==> config.mk <==
export PLATFORM = sky130hd
export DESIGN_NAME = mmio_bridge_flat
export DESIGN_NICKNAME = d
export VERILOG_FILES = /design/src/rtl/mmio_bridge_pkg.sv /design/src/rtl/mmio_bridge_if.sv /design/src/rtl/mmio_bridge_seg7_decode.sv /design/src/rtl/mmio_bridge.sv /design/src/flat_wrapper.sv
export SDC_FILE = /design/constraint.sdc
export NUM_CORES = 1
export LEC_CHECK = 0
export BUFFER_PORTS_ARGS = -buffer_cell sky130_fd_sc_hd__buf_4
export CAP_MARGIN = 0
export CORE_ASPECT_RATIO = 1.2
export CORE_MARGIN = 4
export CORE_UTILIZATION = 30
export CTS_CLUSTER_DIAMETER = 30
export DETAILED_ROUTE_END_ITERATION = 8
export GPL_TIMING_DRIVEN = 0
export MAX_ROUTING_LAYER = met4
export PLACE_DENSITY = 0.48
export SYNTH_ARGS = -nofsm -noshare
export SYNTH_HDL_FRONTEND = slang
export SYNTH_SLANG_ARGS = --single-unit
==> constraint.sdc <==
create_clock -name cpu_clk -period 3.06 [get_ports cpu_clk]
set_clock_uncertainty 0.1 [all_clocks]
set_input_delay 0.153 -clock cpu_clk [delete_from_list [all_inputs] [get_ports cpu_clk]]
set_output_delay 0.153 -clock cpu_clk [all_outputs]
set_load 0.05 [all_outputs]
==> src/rtl/mmio_bridge_pkg.sv <==
// ============================================================================
// Module  : mmio_bridge_pkg
// Purpose : Shared constants and types for the MMIO bridge: IO address map,
//           IO page tag, active-low 7-segment codes and the IO register
//           selector with its address decoder.
// Ports   : none (package)
// Revision: 1.0 - initial release
// ============================================================================
`default_nettype none

package mmio_bridge_pkg;

  localparam logic [19:0] IO_PAGE    = 20'hFFFFF;

  localparam logic [31:0] ADDR_DIG   = 32'hFFFF_F000;
  localparam logic [31:0] ADDR_TIMER = 32'hFFFF_F020;
  localparam logic [31:0] ADDR_LED   = 32'hFFFF_F060;
  localparam logic [31:0] ADDR_SW    = 32'hFFFF_F070;
  localparam logic [31:0] ADDR_BTN   = 32'hFFFF_F078;

  // {DP,G,F,E,D,C,B,A}, active-low, DP always dark
  localparam logic [7:0] SEG_0 = 8'hC0;
  localparam logic [7:0] SEG_1 = 8'hF9;
  localparam logic [7:0] SEG_2 = 8'hA4;
  localparam logic [7:0] SEG_3 = 8'hB0;
  localparam logic [7:0] SEG_4 = 8'h99;
  localparam logic [7:0] SEG_5 = 8'h92;
  localparam logic [7:0] SEG_6 = 8'h82;
  localparam logic [7:0] SEG_7 = 8'hF8;
  localparam logic [7:0] SEG_8 = 8'h80;
  localparam logic [7:0] SEG_9 = 8'h90;
  localparam logic [7:0] SEG_A = 8'h88;
  localparam logic [7:0] SEG_B = 8'h83;
  localparam logic [7:0] SEG_C = 8'hC6;
  localparam logic [7:0] SEG_D = 8'hA1;
  localparam logic [7:0] SEG_E = 8'h86;
  localparam logic [7:0] SEG_F = 8'h8E;

  typedef enum logic [2:0] {
    REG_NONE  = 3'd0,
    REG_DIG   = 3'd1,
    REG_TIMER = 3'd2,
    REG_LED   = 3'd3,
    REG_SW    = 3'd4,
    REG_BTN   = 3'd5
  } io_reg_e;

  // Full-address match: misaligned or unlisted IO addresses select nothing.
  function automatic io_reg_e io_decode(input logic [31:0] a);
    case (a)
      ADDR_DIG:   return REG_DIG;
      ADDR_TIMER: return REG_TIMER;
      ADDR_LED:   return REG_LED;
      ADDR_SW:    return REG_SW;
      ADDR_BTN:   return REG_BTN;
      default:    return REG_NONE;
    endcase
  endfunction

endpackage

`default_nettype wire

==> src/rtl/mmio_bridge_if.sv <==
// ============================================================================
// Module  : mmio_bridge_if
// Purpose : CPU data-memory port as seen by the bridge. Single-cycle, no
//           handshake: an access completes in the cycle it is presented.
// Ports   : addr  - byte address (CPU -> bridge)
//           wdata - store data   (CPU -> bridge)
//           we    - store enable (CPU -> bridge)
//           rdata - load data    (bridge -> CPU, combinational)
// Revision: 1.0 - initial release
// ============================================================================
`default_nettype none

interface mmio_bridge_if;
  logic [31:0] addr;
  logic [31:0] wdata;
  logic        we;
  logic [31:0] rdata;

  modport master (output addr, output wdata, output we, input rdata);
  modport slave  (input addr, input wdata, input we, output rdata);
endinterface

`default_nettype wire

==> src/rtl/mmio_bridge_seg7_decode.sv <==
// ============================================================================
// Module  : seg7_decode
// Purpose : Hex nibble to active-low 7-segment pattern, DP off.
// Ports   : nibble (in, 4) - hex digit
//           seg    (out, 8) - {DP,G,F,E,D,C,B,A}, active-low
// Revision: 1.0 - initial release
// ============================================================================
`default_nettype none

module seg7_decode
  import mmio_bridge_pkg::*;
(
  input  logic [3:0] nibble,
  output logic [7:0] seg
);

  always_comb begin
    seg = SEG_0;
    case (nibble)
      4'h0: seg = SEG_0;
      4'h1: seg = SEG_1;
      4'h2: seg = SEG_2;
      4'h3: seg = SEG_3;
      4'h4: seg = SEG_4;
      4'h5: seg = SEG_5;
      4'h6: seg = SEG_6;
      4'h7: seg = SEG_7;
      4'h8: seg = SEG_8;
      4'h9: seg = SEG_9;
      4'hA: seg = SEG_A;
      4'hB: seg = SEG_B;
      4'hC: seg = SEG_C;
      4'hD: seg = SEG_D;
      4'hE: seg = SEG_E;
      default: seg = SEG_F;
    endcase
  end

endmodule

`default_nettype wire

==> src/rtl/mmio_bridge.sv <==
// ============================================================================
// Module  : mmio_bridge
// Purpose : Data-memory-side address decoder for a single-cycle CPU. Routes
//           accesses to DRAM or to on-board peripheral registers (LED, SW,
//           BTN, 8-digit 7-seg display, free-running timer) and owns the
//           display scan sequencer, timer prescaler and input synchronisers.
// Ports   : cpu_clk, cpu_rst (async, active-low)
//           cpu        - CPU data port (mmio_bridge_if.slave)
//           dram_*     - DRAM word address / write enable / data
//           sw, btn    - raw board inputs
//           led        - LED drive, 1 = on
//           dig_en,seg - display digit enables and segments, active-low
// Revision: 1.0 - initial release
// ============================================================================
`default_nettype none

module mmio_bridge
  import mmio_bridge_pkg::*;
#(
  parameter int SCAN_DIV = 20000,
  parameter int TICK_DIV = 25000,
  parameter int DRAM_AW  = 14
) (
  input  logic               cpu_clk,
  input  logic               cpu_rst,
  mmio_bridge_if.slave       cpu,
  output logic [DRAM_AW-1:0] dram_addr,
  output logic               dram_we,
  output logic [31:0]        dram_wdata,
  input  logic [31:0]        dram_rdata,
  input  logic [23:0]        sw,
  input  logic [4:0]         btn,
  output logic [23:0]        led,
  output logic [7:0]         dig_en,
  output logic [7:0]         seg
);

  localparam int SCAN_W = (SCAN_DIV > 1) ? $clog2(SCAN_DIV) : 1;
  localparam int TICK_W = (TICK_DIV > 1) ? $clog2(TICK_DIV) : 1;

  logic              w_io_hit;
  io_reg_e           w_sel;
  logic              w_wr_dig, w_wr_timer, w_wr_led;
  logic [3:0]        w_nibble;
  logic [7:0]        w_seg_raw;

  logic [31:0]       r_dig;
  logic [31:0]       r_timer;
  logic [23:0]       r_led;
  logic [TICK_W-1:0] r_presc;
  logic [SCAN_W-1:0] r_scan_cnt;
  logic [2:0]        r_idx;
  logic              r_disp_on;   // keeps the display dark until the first edge after reset
  logic [23:0]       r_sw_s1, r_sw_s2;
  logic [4:0]        r_btn_s1, r_btn_s2;

  assign w_io_hit   = (cpu.addr[31:12] == IO_PAGE);
  assign w_sel      = io_decode(cpu.addr);
  assign w_wr_dig   = cpu.we && (w_sel == REG_DIG);
  assign w_wr_timer = cpu.we && (w_sel == REG_TIMER);
  assign w_wr_led   = cpu.we && (w_sel == REG_LED);

  assign dram_addr  = cpu.addr[DRAM_AW+1:2];
  assign dram_we    = cpu.we && !w_io_hit;
  assign dram_wdata = cpu.wdata;

  // Zero-latency load path
  always_comb begin
    cpu.rdata = dram_rdata;
    if (w_io_hit) begin
      case (w_sel)
        REG_DIG:   cpu.rdata = r_dig;
        REG_TIMER: cpu.rdata = r_timer;
        REG_LED:   cpu.rdata = {8'h00, r_led};
        REG_SW:    cpu.rdata = {8'h00, r_sw_s2};
        REG_BTN:   cpu.rdata = {27'h0, r_btn_s2};
        default:   cpu.rdata = 32'h0;
      endcase
    end
  end

  always_ff @(posedge cpu_clk or negedge cpu_rst) begin
    if (!cpu_rst) begin
      r_dig      <= '0;
      r_timer    <= '0;
      r_led      <= '0;
      r_presc    <= '0;
      r_scan_cnt <= '0;
      r_idx      <= '0;
      r_disp_on  <= 1'b0;
      r_sw_s1    <= '0;
      r_sw_s2    <= '0;
      r_btn_s1   <= '0;
      r_btn_s2   <= '0;
    end else begin
      r_sw_s1   <= sw;
      r_sw_s2   <= r_sw_s1;
      r_btn_s1  <= btn;
      r_btn_s2  <= r_btn_s1;
      r_disp_on <= 1'b1;

      if (w_wr_dig) r_dig <= cpu.wdata;
      if (w_wr_led) r_led <= cpu.wdata[23:0];

      // CPU load takes priority over a coincident prescaler tick
      if (w_wr_timer) begin
        r_timer <= cpu.wdata;
        r_presc <= '0;
      end else if (r_presc == TICK_W'(TICK_DIV - 1)) begin
        r_presc <= '0;
        r_timer <= r_timer + 32'd1;
      end else begin
        r_presc <= r_presc + 1'b1;
      end

      if (r_scan_cnt == SCAN_W'(SCAN_DIV - 1)) begin
        r_scan_cnt <= '0;
        r_idx      <= r_idx + 3'd1;
      end else begin
        r_scan_cnt <= r_scan_cnt + 1'b1;
      end
    end
  end

  assign led      = r_led;
  assign w_nibble = r_dig[{r_idx, 2'b00} +: 4];

  seg7_decode u_seg7_decode (
    .nibble (w_nibble),
    .seg    (w_seg_raw)
  );

  assign dig_en = r_disp_on ? ~(8'b1 << r_idx) : 8'hFF;
  assign seg    = r_disp_on ? w_seg_raw : 8'hFF;

endmodule

`default_nettype wire

==> src/flat_wrapper.sv <==
// flat-port wrapper written by rule: the top's interface ports become plain ports
module mmio_bridge_flat import mmio_bridge_pkg::*;
#(
  parameter int SCAN_DIV = 20000,
  parameter int TICK_DIV = 25000,
  parameter int DRAM_AW  = 14
)
  (cpu_clk, cpu_rst, dram_addr, dram_we, dram_wdata, dram_rdata, sw, btn, led, dig_en, seg, cpu_addr, cpu_wdata, cpu_we, cpu_rdata);
  mmio_bridge_if cpu_i ();
  input  logic cpu_clk;
  input  logic cpu_rst;
  output logic [DRAM_AW-1:0] dram_addr;
  output logic dram_we;
  output logic [31:0] dram_wdata;
  input  logic [31:0] dram_rdata;
  input  logic [23:0] sw;
  input  logic [4:0] btn;
  output logic [23:0] led;
  output logic [7:0] dig_en;
  output logic [7:0] seg;
  input wire logic [$bits(cpu_i.addr)-1:0] cpu_addr;
  input wire logic [$bits(cpu_i.wdata)-1:0] cpu_wdata;
  input wire logic [$bits(cpu_i.we)-1:0] cpu_we;
  output wire logic [$bits(cpu_i.rdata)-1:0] cpu_rdata;
  assign cpu_i.addr = cpu_addr;
  assign cpu_i.wdata = cpu_wdata;
  assign cpu_i.we = cpu_we;
  assign cpu_rdata = cpu_i.rdata;
  mmio_bridge #(.SCAN_DIV(SCAN_DIV), .TICK_DIV(TICK_DIV), .DRAM_AW(DRAM_AW)) u_core (.cpu_clk(cpu_clk), .cpu_rst(cpu_rst), .cpu(cpu_i), .dram_addr(dram_addr), .dram_we(dram_we), .dram_wdata(dram_wdata), .dram_rdata(dram_rdata), .sw(sw), .btn(btn), .led(led), .dig_en(dig_en), .seg(seg));
endmodule
# Word-level counts from Yosys, hierarchy flattened

Memories as Yosys holds them, arrays and structs flattened.
Index checks and enable logic that the tools add are counted.

$add $sub $neg: 4
Eq/ne operators: 13
Shifts and indexed selects: 2
Mux-type cells: 10
Bitwise operators: 1
Reduce and logical (&&, ||, !) cells: 6

Operator list:

| kind                  | count |
|---|---|
| $eq 32x32->1 const B  | 5 |
| $pmux 32 s5           | 1 |
| $mux 32               | 3 |
| $mux 15               | 3 |
| $add 32x1->32 const B | 1 |
| $shiftx 32x6->4       | 1 |
| $add 15x1->15 const B | 2 |
| $eq 15x15->1 const B  | 2 |
| $eq 20x20->1 const B  | 1 |
| $mux 8                | 2 |
| $pmux 3 s5            | 1 |
| $not 8->8             | 1 |
| $shl 1x3->8 const A   | 1 |
| $eq 3x2->1 const B    | 2 |
| $eq 3x3->1 const B    | 2 |
| $logic_and 1x1->1     | 4 |
| $add 3x1->3 const B   | 1 |
| $eq 3x1->1 const B    | 1 |
| $reduce_bool 2->1     | 1 |
| $logic_not 1->1       | 1 |

Register bits after elaboration: 180
Memory bits (read-only): 112
Bits of input ports: 128
Output and inout port bits: 119
Word-level logic and storage cells: 48
Memories kept: 1

Memories:

| name             | depth | width | read ports | clocked after Yosys merged registers in | wr ports | RTL line                      | RTL |
|---|---|---|---|---|---|---|---|
| (name not given) | 16    | 7     | 1          | 0                                       | 0        | mmio_bridge_seg7_decode.sv:19 | `case (nibble)` |

# Longest topological paths before layout

Depth after elaboration: 5
Mapped depth: 10
Gate-level depth less buffers: 9

# Hierarchy

Synthesis repeated with hierarchy kept, for this count alone.

Cell total of the unflattened synthesis: 860
Area, all modules: 9211.3 sq um

By module, submodules not included:

| module      | times used | cells an instance | area each (sq um) | sequential area each (sq um) |
|---|---|---|---|---|
| mmio_bridge | 1          | 826               | 8924.8            | 4504.3 |
| seg7_decode | 1          | 34                | 286.5             | 0.0 |

# Worst setup path before layout

Ideal clock, no wire load.

Path type: register to output
Start: register u_core.r_idx[0]
End: output seg[2]
Arrival time: 3.801 ns
Data required time: 2.807 ns
Path slack: -0.994 ns
Stages on the path, launching flop included: 7
Buffers on the path: 1
Cell sequence: dfrtp_1 > clkbuf_1 > mux4_2 > mux2i_1 > inv_1 > ha_1 > o311ai_0

Cells in the longest elaborated chain, start to end: 3

RTL lines:

| what                   | RTL line           | RTL |
|---|---|---|
| start, declared        | mmio_bridge.sv:52  | `logic [2:0] r_idx;` |
| start signal, assigned | mmio_bridge.sv:118 | `r_idx <= r_idx + 3'd1;` |
| $shiftx 32x6->4        | mmio_bridge.sv:126 | `assign w_nibble = r_dig[{r_idx, 2'b00} +: 4];` |
| $mem_v2 16x7           | -                  |  |
| $mux 8                 | mmio_bridge.sv:134 | `assign seg = r_disp_on ? w_seg_raw : 8'hFF;` |
| end, declared          | flat_wrapper.sv:20 | `output logic [7:0] seg;` |

No other way between the ends.

# Worst setup path after layout

Start: register u_core.r_idx[1]
End: output seg[3]

Same word-level chain as after synthesis.

==> flow_metrics.env <==
export IMPL_synth_sequential_area_ratio=0.5054
export IMPL_flip_flop_and_latch_count_after_synthesis=180
export IMPL_cts_clk_slew_worst_paths_ns=0.07
export IMPL_max_cap_violations=0
export IMPL_critical_path_buf_inv_count=4
export IMPL_cts_sinks=180
export IMPL_p_leak_uw=0.005882
export IMPL_final_nets=1323
export IMPL_die_h_um=196.8
export IMPL_worstSetupStartpoint="u_core.r_idx[1]$_DFFE_PN0N_"
export IMPL_hold_violations=0
export IMPL_crit_path_max_fanout=7
export IMPL_critical_path_cell_count=10
export IMPL_ys_warn_count=0
export IMPL_number_of_synthesized_flops_with_an_enable_pin=0
export IMPL_start_kind="flip-flop"
export IMPL_class_of_the_most_critical_hold_timing_path="in -> reg"
export IMPL_cpPeakStageDelay_ns=0.52
export IMPL_layout_min_cycle_time_ns=3.035
export IMPL_min_from="cpu_we"
export IMPL_power_internal_uw=3985
export IMPL_final_setup_violation_count=0
export IMPL_syn_area_um2=8912
export IMPL_grt_setup_unrepaired="true"
export IMPL_io_pins=247
export IMPL_die_area_um2=32540
export IMPL_initial_utilization=0.3072
export IMPL_power_uw=5455
export IMPL_number_of_rows_created_at_floorplan=68
export IMPL_final_design_instance_area_without_fill_um2=12770
export IMPL_clkPwrFrac=0.427
export IMPL_setup_slack_ns=0.02460
export IMPL_antenna_diode_count=0
export IMPL_dr_total_vias=7586
export IMPL_antenna_found_initial=0
export IMPL_post_dp_cell_area_um2=11280
export IMPL_synth_top_cells_by_area="sky130_fd_sc_hd__dfrtp_1 51%, sky130_fd_sc_hd__mux2_2 7.2%, sky130_fd_sc_hd__a22oi_1 4.2%, sky130_fd_sc_hd__buf_4 4.0%, sky130_fd_sc_hd__nor2_1 3.7%"
export IMPL_power_density_nw_per_um2=427.3
export IMPL_syn_mean_instance_area_um2=10.62
export IMPL_worstPathCellList="buf_8 -> mux4_2 -> mux2i_4 -> buf_12 -> inv_2 -> ha_1 -> o21ai_0 -> mux2_2 -> nand2_1 -> buf_6"
export IMPL_worst_hold_slack_ns=0.03380
export IMPL_crit_path_arrival_time_ns=2.78
export IMPL_power_combinational_fraction=0.127
export IMPL_tritoncts="yes"
export IMPL_cts_buffers_inserted=17
export IMPL_dp_slack_ns=-0.2470
export IMPL_insertion_delay_ns=0.43
export IMPL_synth_top_cell_area_share=0.5054
export IMPL_grt_first_pass_wirelength_mm=45.29
export IMPL_internal_reg_to_reg_setup_slack_ns=0.23
export IMPL_globalRoute_totalOverflow=0
export IMPL_gr_usage_all_layers=0.1874
export IMPL_first_global_vias=7720
export IMPL_ir_drop_mv=0.2751
export IMPL_via_density=4.807
export IMPL_io_buffers=243
export IMPL_multi_input_comb_area_um2=3955
export IMPL_rr_startpoint="u_core.r_presc[0]$_DFF_PN0_"
export IMPL_register_area_um2=4504
export IMPL_slew_violations=0
export IMPL_h_tree_levels=4
export IMPL_antenna_left=0
export IMPL_switching_share=0.2695
export IMPL_synth_flop_cell="sky130_fd_sc_hd__dfrtp_1"
export IMPL_drive_gt1_frac=0.3738
export IMPL_drt_first_iter_violations=521
export IMPL_areaGrowthSynthToFinish_pct=43.24
export IMPL_timing_rr_end="u_core.r_timer[30]$_DFFE_PN0P_"
export IMPL_max_freq_ghz=0.3294
export IMPL_detailedPlacementHpwl_mm=22.69
export IMPL_wirelength_mm=30.23
export IMPL_synth_top_area_cell="sky130_fd_sc_hd__dfrtp_1"
export IMPL_crit_path_max_delay_family="multiplexers"
export IMPL_worst_setup_path_type="reg -> out"
export IMPL_grt_max_degree=108
export IMPL_critical_path_slowest_cell="sky130_fd_sc_hd__mux4_2"
export IMPL_remaining_drc_errors=0
export IMPL_worst_slew_pin_transition_ns=0.7832
export IMPL_yosysUniqueCellTypes=46
export IMPL_core_area_um2=29010
export IMPL_seq_power_share=0.445
export IMPL_cp_required_ns=2.81
export IMPL_final_instance_count_excl_fill=1578
export IMPL_detailedRoute_firstPassIterationCount=5
export IMPL_route_detailed_wl_per_inst_um=19.15
export IMPL_clk_path_buf_depth=2
export IMPL_post_route_period_util=0.9920
export IMPL_die_x_um=165.3
export IMPL_worst_setup_path_endpoint="seg[3]"
export IMPL_power_switching_uw=1470
export IMPL_filler_cell_count=2832
export IMPL_worstSetupEndpointType="output port"
export IMPL_synthesis_instances=839
export IMPL_run_status="completed"
export IMPL_final_wtd_congestion=0.8255
export IMPL_async_flop_share=1.000
export IMPL_r2r_worst_path_cells=8
export IMPL_dp_cells=1469
export IMPL_worst_max_slew_margin_expressed_relative_to_the_limit=0.4759
export IMPL_cts_root_buf="sky130_fd_sc_hd__clkbuf_16"
[power groups by stage]
stage	registers, uW	logic (uW)	clock network (uW)
after floorplan	2470	313	0
after global placement	2480	625	0
after detailed placement	2480	635	0
after CTS	2430	702	2390
after global routing	2430	738	2480
final	2430	693	2330
[worst register-to-register path, cell delays in order, from the launching register on]
cell and delay [ns]:
sky130_fd_sc_hd__dfrtp_1 0.38, sky130_fd_sc_hd__ha_1 0.22, sky130_fd_sc_hd__nand3_1 0.13, sky130_fd_sc_hd__or4_1 0.54
sky130_fd_sc_hd__buf_2 0.20, sky130_fd_sc_hd__nor4_4 0.66, sky130_fd_sc_hd__and3_1 0.27, sky130_fd_sc_hd__xnor2_1 0.12
sky130_fd_sc_hd__a21oi_1 0.08
[registers in the layout, indices dropped and copies added (netlist names)]
name	count
u_core.r_dig	32
u_core.r_timer	32
u_core.led	24
u_core.r_sw_s1	24
u_core.r_sw_s2	24
u_core.r_presc	15
u_core.r_scan_cnt	15
u_core.r_btn_s1	5
u_core.r_btn_s2	5
u_core.r_idx	3
u_core.r_disp_on	1
[cells in the mapped netlist, types with 4 or more instances]
cell type and instances:
sky130_fd_sc_hd__dfrtp_1 180, sky130_fd_sc_hd__mux2i_1 7, sky130_fd_sc_hd__nor3_2 4, sky130_fd_sc_hd__ha_1 15, sky130_fd_sc_hd__nand3_1 35, sky130_fd_sc_hd__inv_1 10
sky130_fd_sc_hd__a22o_1 4, sky130_fd_sc_hd__nor4_1 4, sky130_fd_sc_hd__buf_2 9, sky130_fd_sc_hd__buf_4 47, sky130_fd_sc_hd__nand4_1 13, sky130_fd_sc_hd__mux4_2 8
sky130_fd_sc_hd__and4_1 8, sky130_fd_sc_hd__and3_1 17, sky130_fd_sc_hd__a21oi_1 55, sky130_fd_sc_hd__nor2_1 88, sky130_fd_sc_hd__nand2_1 62, sky130_fd_sc_hd__and2_1 5
sky130_fd_sc_hd__mux2_2 57, sky130_fd_sc_hd__clkbuf_1 33, sky130_fd_sc_hd__xnor2_1 29, sky130_fd_sc_hd__o211ai_1 4, sky130_fd_sc_hd__nor3_1 5, sky130_fd_sc_hd__o21ai_0 30
sky130_fd_sc_hd__a22oi_1 50, sky130_fd_sc_hd__xor2_1 29
[how the worst min path moves through the flow]
| stage | to | cells after the start |
|---|---|---|
| 2_1_floorplan | u_core.led[0]$_DFFE_PN0P_ | 0 |
| 3_3_place_gp | u_core.r_sw_s1[8]$_DFF_PN0_ | 1 |
| 3_5_place_dp | u_core.r_presc[11]$_DFF_PN0_ | 1 |
| 4_1_cts | u_core.r_timer[31]$_DFFE_PN0P_ | 4 |
| 5_1_grt | u_core.r_timer[31]$_DFFE_PN0P_ | 4 |
| 6_report | u_core.r_timer[31]$_DFFE_PN0P_ | 4 |
[logic make-up (layout without fill, tap and decap cells)]
family / count (synthesis) / count (layout) / synth area share
DFF: 180 / 180 / 0.5054
adders and majority gates: 15 / 15 / 0.02106
other: 1 / 2 / 0.0004208
and+or+nand+nor: 256 / 256 / 0.1410
AOI/OAI and AO/OA: 155 / 155 / 0.1094
xor gates and xnor gates: 58 / 58 / 0.05700
muxes: 74 / 74 / 0.1026
buffers and inverters: 100 / 453 / 0.06318
[layer usage]
| layer | vias up | GRT usage | share of wire |
|---|---|---|---|
| met3 | 19 | 0.03054 | 0.061 |
| li1 | 3598 | - | - |
| met1 | 3734 | 0.2360 | 0.42 |
| met5 | - | - | 0 |
| met2 | 235 | 0.3170 | 0.51 |
| met4 | 0 | 0.04309 | 0.011 |
[placed cells by master, fill, tap and decap left out, drive strengths merged, types with 6 or more instances in the layout]
| cell type | count |
|---|---|
| a21oi | 55 |
| a22oi | 50 |
| and3 | 17 |
| and4 | 8 |
| buf | 317 |
| clkbuf | 49 |
| dfrtp | 180 |
| dlygate4sd3 | 62 |
| ha | 15 |
| inv | 21 |
| mux2 | 59 |
| mux2i | 7 |
| mux4 | 8 |
| nand2 | 62 |
| nand3 | 35 |
| nand4 | 13 |
| nor2 | 88 |
| nor3 | 9 |
| nor4 | 6 |
| o21ai | 30 |
| xnor2 | 29 |
| xor2 | 29 |
[area by class of cell]
type,instances,share of cell area
Buffer,89,0.04352
Sequential cell,180,0.3528
Clock inverter,14,0.01402
Timing Repair Buffer,321,0.2044
Tap cell,385,0.03773
Inverter,11,0.003332
Clock buffer,18,0.03440
Multi-Input combinational cell,560,0.3098
[metrics by stage]
step | TNS, ns | util
after global routing | -0.1429 | 0.4400
after CTS | -0.05940 | 0.4344
after detailed placement | -6.736 | 0.3888
after floorplan | 0 | -
final | 0 | 0.4400
after global placement | -6.765 | 0.3876
[what timing repair did]
action	in CTS	in global routing
gates resized for setup	22	14
pin swaps	0	2
hold buffers	62	0
setup buffers	1	14
endpoints found under the setup margin	22	20
endpoints found under the hold margin	190	0
(Power assumes the default switching activity.)
